`src/rtl/sram_ctrl_pkg.sv`:
```
// Shared types and constants for the 16-bit SRAM controller.
package sram_ctrl_pkg;

   typedef enum logic [1:0] {
      IDLE,
      LO,
      HI,
      DONE
   } state_t;

   localparam int unsigned SRAM_DW           = 16;
   localparam int unsigned DEFAULT_BASE_ADDR = 1024;

endpackage

```
`src/rtl/sram_wait_counter.sv`:
```
// Wait-state counter: counts 0..WAIT_CYCLES-1 and wraps, tc flags the last cycle of a phase.
module sram_wait_counter #(
   parameter int unsigned WAIT_CYCLES = 5
) (
   input  logic clk,
   input  logic rst,
   input  logic clear,
   output logic tc
);

   localparam int unsigned CW = (WAIT_CYCLES > 1) ? $clog2(WAIT_CYCLES) : 1;
   localparam logic [CW-1:0] LAST = CW'(WAIT_CYCLES - 1);

   logic [CW-1:0] count;

   assign tc = (count == LAST);

   always_ff @(posedge clk) begin
      if (rst || clear) begin
         count <= '0;
      end else if (tc) begin
         count <= '0;
      end else begin
         count <= count + 1'b1;
      end
   end

endmodule

```
`src/rtl/sram_controller.sv`:
```
// 32-bit word access over a 16-bit SRAM in two wait-stated phases (low half, then high half).
// Optional SRAM_ADDR_CHECK_EN adds a sticky addr_err output and skips the SRAM for bad addresses.
module sram_controller
   import sram_ctrl_pkg::*;
#(
   parameter int unsigned WAIT_CYCLES = 5,
   parameter int unsigned SRAM_AW     = 18,
   parameter int unsigned BASE_ADDR   = DEFAULT_BASE_ADDR
) (
   input  logic               clk,
   input  logic               rst,
   input  logic               wr_en,
   input  logic               rd_en,
   input  logic [31:0]        address,
   input  logic [31:0]        write_data,
   output logic [31:0]        read_data,
   output logic               ready,
   output logic [SRAM_AW-1:0] sram_addr,
   output logic [SRAM_DW-1:0] sram_dq_out,
   input  logic [SRAM_DW-1:0] sram_dq_in,
   output logic               sram_dq_oe,
   output logic               sram_we_n
`ifdef SRAM_ADDR_CHECK_EN
   ,
   output logic               addr_err
`endif
);

   state_t             state;
   logic               op_write;
   logic [SRAM_AW-2:0] word;
   logic [31:0]        wdata;
   logic [15:0]        lo_half;
   logic               tc;
   logic               req;
   logic [SRAM_AW-2:0] req_word;

   assign req      = wr_en | rd_en;
   assign req_word = (SRAM_AW-1)'((address - 32'(BASE_ADDR)) >> 2);
   assign ready    = (state == DONE) | ((state == IDLE) & ~wr_en & ~rd_en);

`ifdef SRAM_ADDR_CHECK_EN
   logic addr_bad;
   assign addr_bad = (address < 32'(BASE_ADDR)) || (address[1:0] != 2'b00) ||
                     (((address - 32'(BASE_ADDR)) >> (SRAM_AW + 1)) != 32'd0);
`endif

   sram_wait_counter #(
      .WAIT_CYCLES(WAIT_CYCLES)
   ) u_wait (
      .clk  (clk),
      .rst  (rst),
      .clear((state != LO) && (state != HI)),
      .tc   (tc)
   );

   // Pin outputs are registered, so each phase's pin values are loaded on the edge entering it.
   always_ff @(posedge clk) begin
      if (rst) begin
         state       <= IDLE;
         op_write    <= 1'b0;
         word        <= '0;
         wdata       <= '0;
         lo_half     <= '0;
         read_data   <= '0;
         sram_addr   <= '0;
         sram_dq_out <= '0;
         sram_dq_oe  <= 1'b0;
         sram_we_n   <= 1'b1;
`ifdef SRAM_ADDR_CHECK_EN
         addr_err    <= 1'b0;
`endif
      end else begin
         case (state)
            IDLE: begin
               if (req) begin
                  op_write <= wr_en;
                  word     <= req_word;
                  wdata    <= write_data;
`ifdef SRAM_ADDR_CHECK_EN
                  if (addr_bad) begin
                     addr_err  <= 1'b1;
                     read_data <= '0;
                     state     <= DONE;
                  end else
`endif
                  begin
                     state       <= LO;
                     sram_addr   <= {req_word, 1'b0};
                     sram_dq_out <= write_data[15:0];
                     sram_dq_oe  <= wr_en;
                     sram_we_n   <= ~wr_en;
                  end
               end
            end
            LO: begin
               if (tc) begin
                  if (!op_write) lo_half <= sram_dq_in;
                  state       <= HI;
                  sram_addr   <= {word, 1'b1};
                  sram_dq_out <= wdata[31:16];
               end
            end
            HI: begin
               if (tc) begin
                  if (!op_write) read_data <= {sram_dq_in, lo_half};
                  sram_dq_oe <= 1'b0;
                  sram_we_n  <= 1'b1;
                  state      <= DONE;
               end
            end
            DONE:    state <= IDLE;
            default: state <= IDLE;
         endcase
      end
   end

endmodule

```
`config.mk`:
```
export PLATFORM = sky130hd
export DESIGN_NAME = sram_controller
export DESIGN_NICKNAME = d
export VERILOG_FILES = /design/src/rtl/sram_ctrl_pkg.sv /design/src/rtl/sram_wait_counter.sv /design/src/rtl/sram_controller.sv
export SDC_FILE = /design/constraint.sdc
export NUM_CORES = 1
export LEC_CHECK = 0
export CORE_UTILIZATION = 44
export DETAILED_ROUTE_END_ITERATION = 6
export PLACE_DENSITY = 0.76
export SYNTH_ARGS = -nofsm -noshare
export SYNTH_HDL_FRONTEND = slang
export SYNTH_SLANG_ARGS = --single-unit
```
`constraint.sdc`:
```
create_clock -name clk -period 3.7 [get_ports clk]
set_input_delay 0.37 -clock clk [delete_from_list [all_inputs] [get_ports clk]]
set_output_delay 0.37 -clock clk [all_outputs]
set_load 0.02 [all_outputs]
```
==> flow_summary.json <==
{
  "hp-class": "in -> reg",
  "antenna_left": 0,
  "grt_pass1_wl_mm": 20.2,
  "whs_endpoint": "wdata[28]",
  "syn-num-nets": 677,
  "via_count": 4421,
  "p_per_area_mw_per_mm2": 749,
  "worst-path-buf-inv": 2,
  "rr_startpoint": "state[1]",
  "clk_pin_slew_ns": 0.07,
  "cts_hold_buf": 0,
  "critical-path-slowest-cell": "clkdlybuf4s50_1",
  "clock-sinks": 123,
  "ir_drop_v": 0.000458,
  "finalMaxSlewViolations": 0,
  "setup_viol": 0,
  "yosys.cell_types.count": 44,
  "drtIter0Drc": 172,
  "netlist_top_cells_area": "dfxtp_1 50%, nand2_1 13%, a21oi_1 8.4%",
  "final_common_cell": "nand2_1",
  "synth_top_area_share_pct": 50.0,
  "grt_overflow": 0,
  "dp_hpwl_mm": 8.08,
  "critPathMaxFanout": 8,
  "start_util_pct": 45.2,
  "insertion_delay_ns": 0.52,
  "numPortBuffers": 137,
  "globalRouteTotalUtil_pct": 21.9,
  "max-slew-margin-rel_pct": 24.3,
  "cp-start-kind": "flip-flop",
  "cts_setup_buffers": 0,
  "r2r_cells": 7,
  "diodes": 0,
  "fin_worst_skew_ns": 0.0141,
  "leakage_uw": 0.00247,
  "cp_cell_sequence": "inv_1 -> ha_1 -> nor3b_1 -> or2_2 -> clkdlybuf4s50_1",
  "hold_start": "write_data[28]",
  "critical_path.top_delay_family": "buffers and inverters",
  "drive_gt1_share_pct": 6.56,
  "crit_type": "reg -> out",
  "worst_r2r_endpoint": "sram_dq_out[10]",
  "run_status": "complete, no violations",
  "via_per_inst": 5.16,
  "wire_per_inst_um": 14.1,
  "drv_cap": 0,
  "cts_resized": 0,
  "layout_min_cycle_time_ns": 2.81,
  "antenna_found_initial": 0,
  "critical_path_required_ns": 3.33,
  "ff2ff_setup_slack_ns": 1.24,
  "yosysWarnings": 0,
  "crit_path_max_incr_delay_ns": 0.62,
  "post-route-period-util_pct": 75.8,
  "remaining_drc_errors": 0,
  "cts_buffer_depth": 2,
  "routed_wirelength_mm": 12.1,
  "die_h_um": 108,
  "whs_ns": 0.393,
  "dieArea_mm2": 0.0116,
  "cts_htree_levels": 4,
  "fp.dieW_um": 108,
  "root_buffer": "clkbuf_8",
  "core_area_mm2": 0.0109,
  "area_delta_synth_final_pct": 39.9,
  "core.rowCount": 38,
  "grt_pass1_vias": 4300,
  "cts_made_buffers": 17,
  "worstMarginPinSlew_ns": 1.13,
  "hold_path_depth": 3,
  "synth_area_mm2": 0.00492,
  "cp.arrival_ns": 2.44,
  "firstDrtPassIters": 4,
  "most-common-layout-cells": "165 x nand2_1, 136 x clkdlybuf4s50_1, 123 x dfxtp_1, 83 x a21oi_1, 37 x nor2_1",
  "synth.yosys.seq_area_share_pct": 50.0,
  "rsz0062_at_grt": "false",
  "critPathCaptureType": "output port",
  "tritoncts": "yes",
  "netlist_instances": 585,
  "place_congestion": 0.819,
  "tns_ns": 0,
  "fin_nets": 796,
  "io_pins": 153,
  "yosys.area.top_type": "dfxtp_1",
  "syn_avg_cell_area_um2": 8.42,
  "hold_viol_final": 0,
  "max_freq_mhz": 356,
  "synth_seq_cells": 123,
  "grt_max_degree": 68
}
area by class of cell:
class                           count  area [um^2]
Multi-Input combinational cell    412         2240
Timing Repair Buffer              142         1410
Sequential cell                   123         2460
Inverter                            8         30.0
Clock buffer                       18          418
Tap cell                          140          175
Fill cell                         953         4000
Clock inverter                     14          158
synthesized netlist by cell type (all sizes together):
cell and count:
nand2 165, dfxtp 123, a21oi 83, nor2 37, a211oi 31, mux2i 27, buf 21, clkbuf 21
o21ai 13, ha 8, inv 8, nand2b 4, xor2 4, nand3 3, nor2b 3, nor3 3
nor3b 3, xnor2 3, a2111oi 2, a22oi 2, a31o 2, and3 2, nand3b 2, nand4 2
o211ai 2, o21a 2, or2 2, a22o 1, and2 1, and3b 1, nor4 1, o221a 1
or4 1, or4b 1
per-stage QoR:
| step | setup WS, ns | cells | power [uW] | area (um^2) | util (%) |
|---|---|---|---|---|---|
| floorplan | 1.98 | 585 | 2940 | 4920 | - |
| global placement | 1.29 | 825 | 3530 | 6310 | 58.0 |
| detailed placement | 1.25 | 825 | 3580 | 6310 | 58.0 |
| CTS | 0.897 | 857 | 5190 | 6890 | 63.2 |
| global route | 0.797 | 857 | 5460 | 6890 | 63.2 |
| finish | 0.894 | 857 | 5160 | 6890 | 63.2 |
registers in the layout (all words and copies together), names as in the netlist:
name	count
sram_addr	18
word	17
sram_dq_oe	1
sram_we_n	1
u_wait.count	3
read_data	32
wdata	16
sram_dq_out	16
op_write	1
lo_half	16
state	2
worst min-delay path: stages:
cell	delay, ns
clkdlybuf4s50_1	0.39
nand2_1	0.05
a21oi_1	0.05
cell families (layout without fill, tap and decap cells):
family                     count (synthesis)  after routing  share of synthesized area (%)
and+or+nand+nor                          231            231                           19.5
adders and majority gates                  8              8                           2.03
DFF                                      123            123                           50.0
muxes                                     27             27                           5.49
xor gates and xnor gates                   7              7                           1.25
buffers and inverters                     50            182                           4.60
AOI/OAI and AO/OA                        139            139                           17.1
per-layer routing:
| layer | GRT usage [%] | routed length (um) | vias up |
|---|---|---|---|
| li1 | - | - | 2215 |
| met1 | 26.5 | 5310 | 2070 |
| met2 | 36.3 | 5850 | 132 |
| met3 | 8.29 | 860 | 4 |
| met4 | 6.07 | 47 | 0 |
| met5 | 0 | 0 | - |
worst max path at each step:
stage,start,end,slack [ns],cells past startpoint
after floorplan,state[0],sram_addr[13],1.98,8
after global placement,wr_en,ready,1.29,4
after detailed placement,state[1],sram_dq_out[10],1.25,7
after CTS,state[0],ready,0.90,5
after global routing,state[1],ready,0.80,5
final,state[0],ready,0.89,5
where the power goes:
| group | internal, uW | leakage [uW] | switching (uW) |
|---|---|---|---|
| clock network | 972 | 0.000274 | 631 |
| logic | 761 | 0.00119 | 980 |
| registers | 1640 | 0.00101 | 177 |
Power figures use the tool's default switching activity.
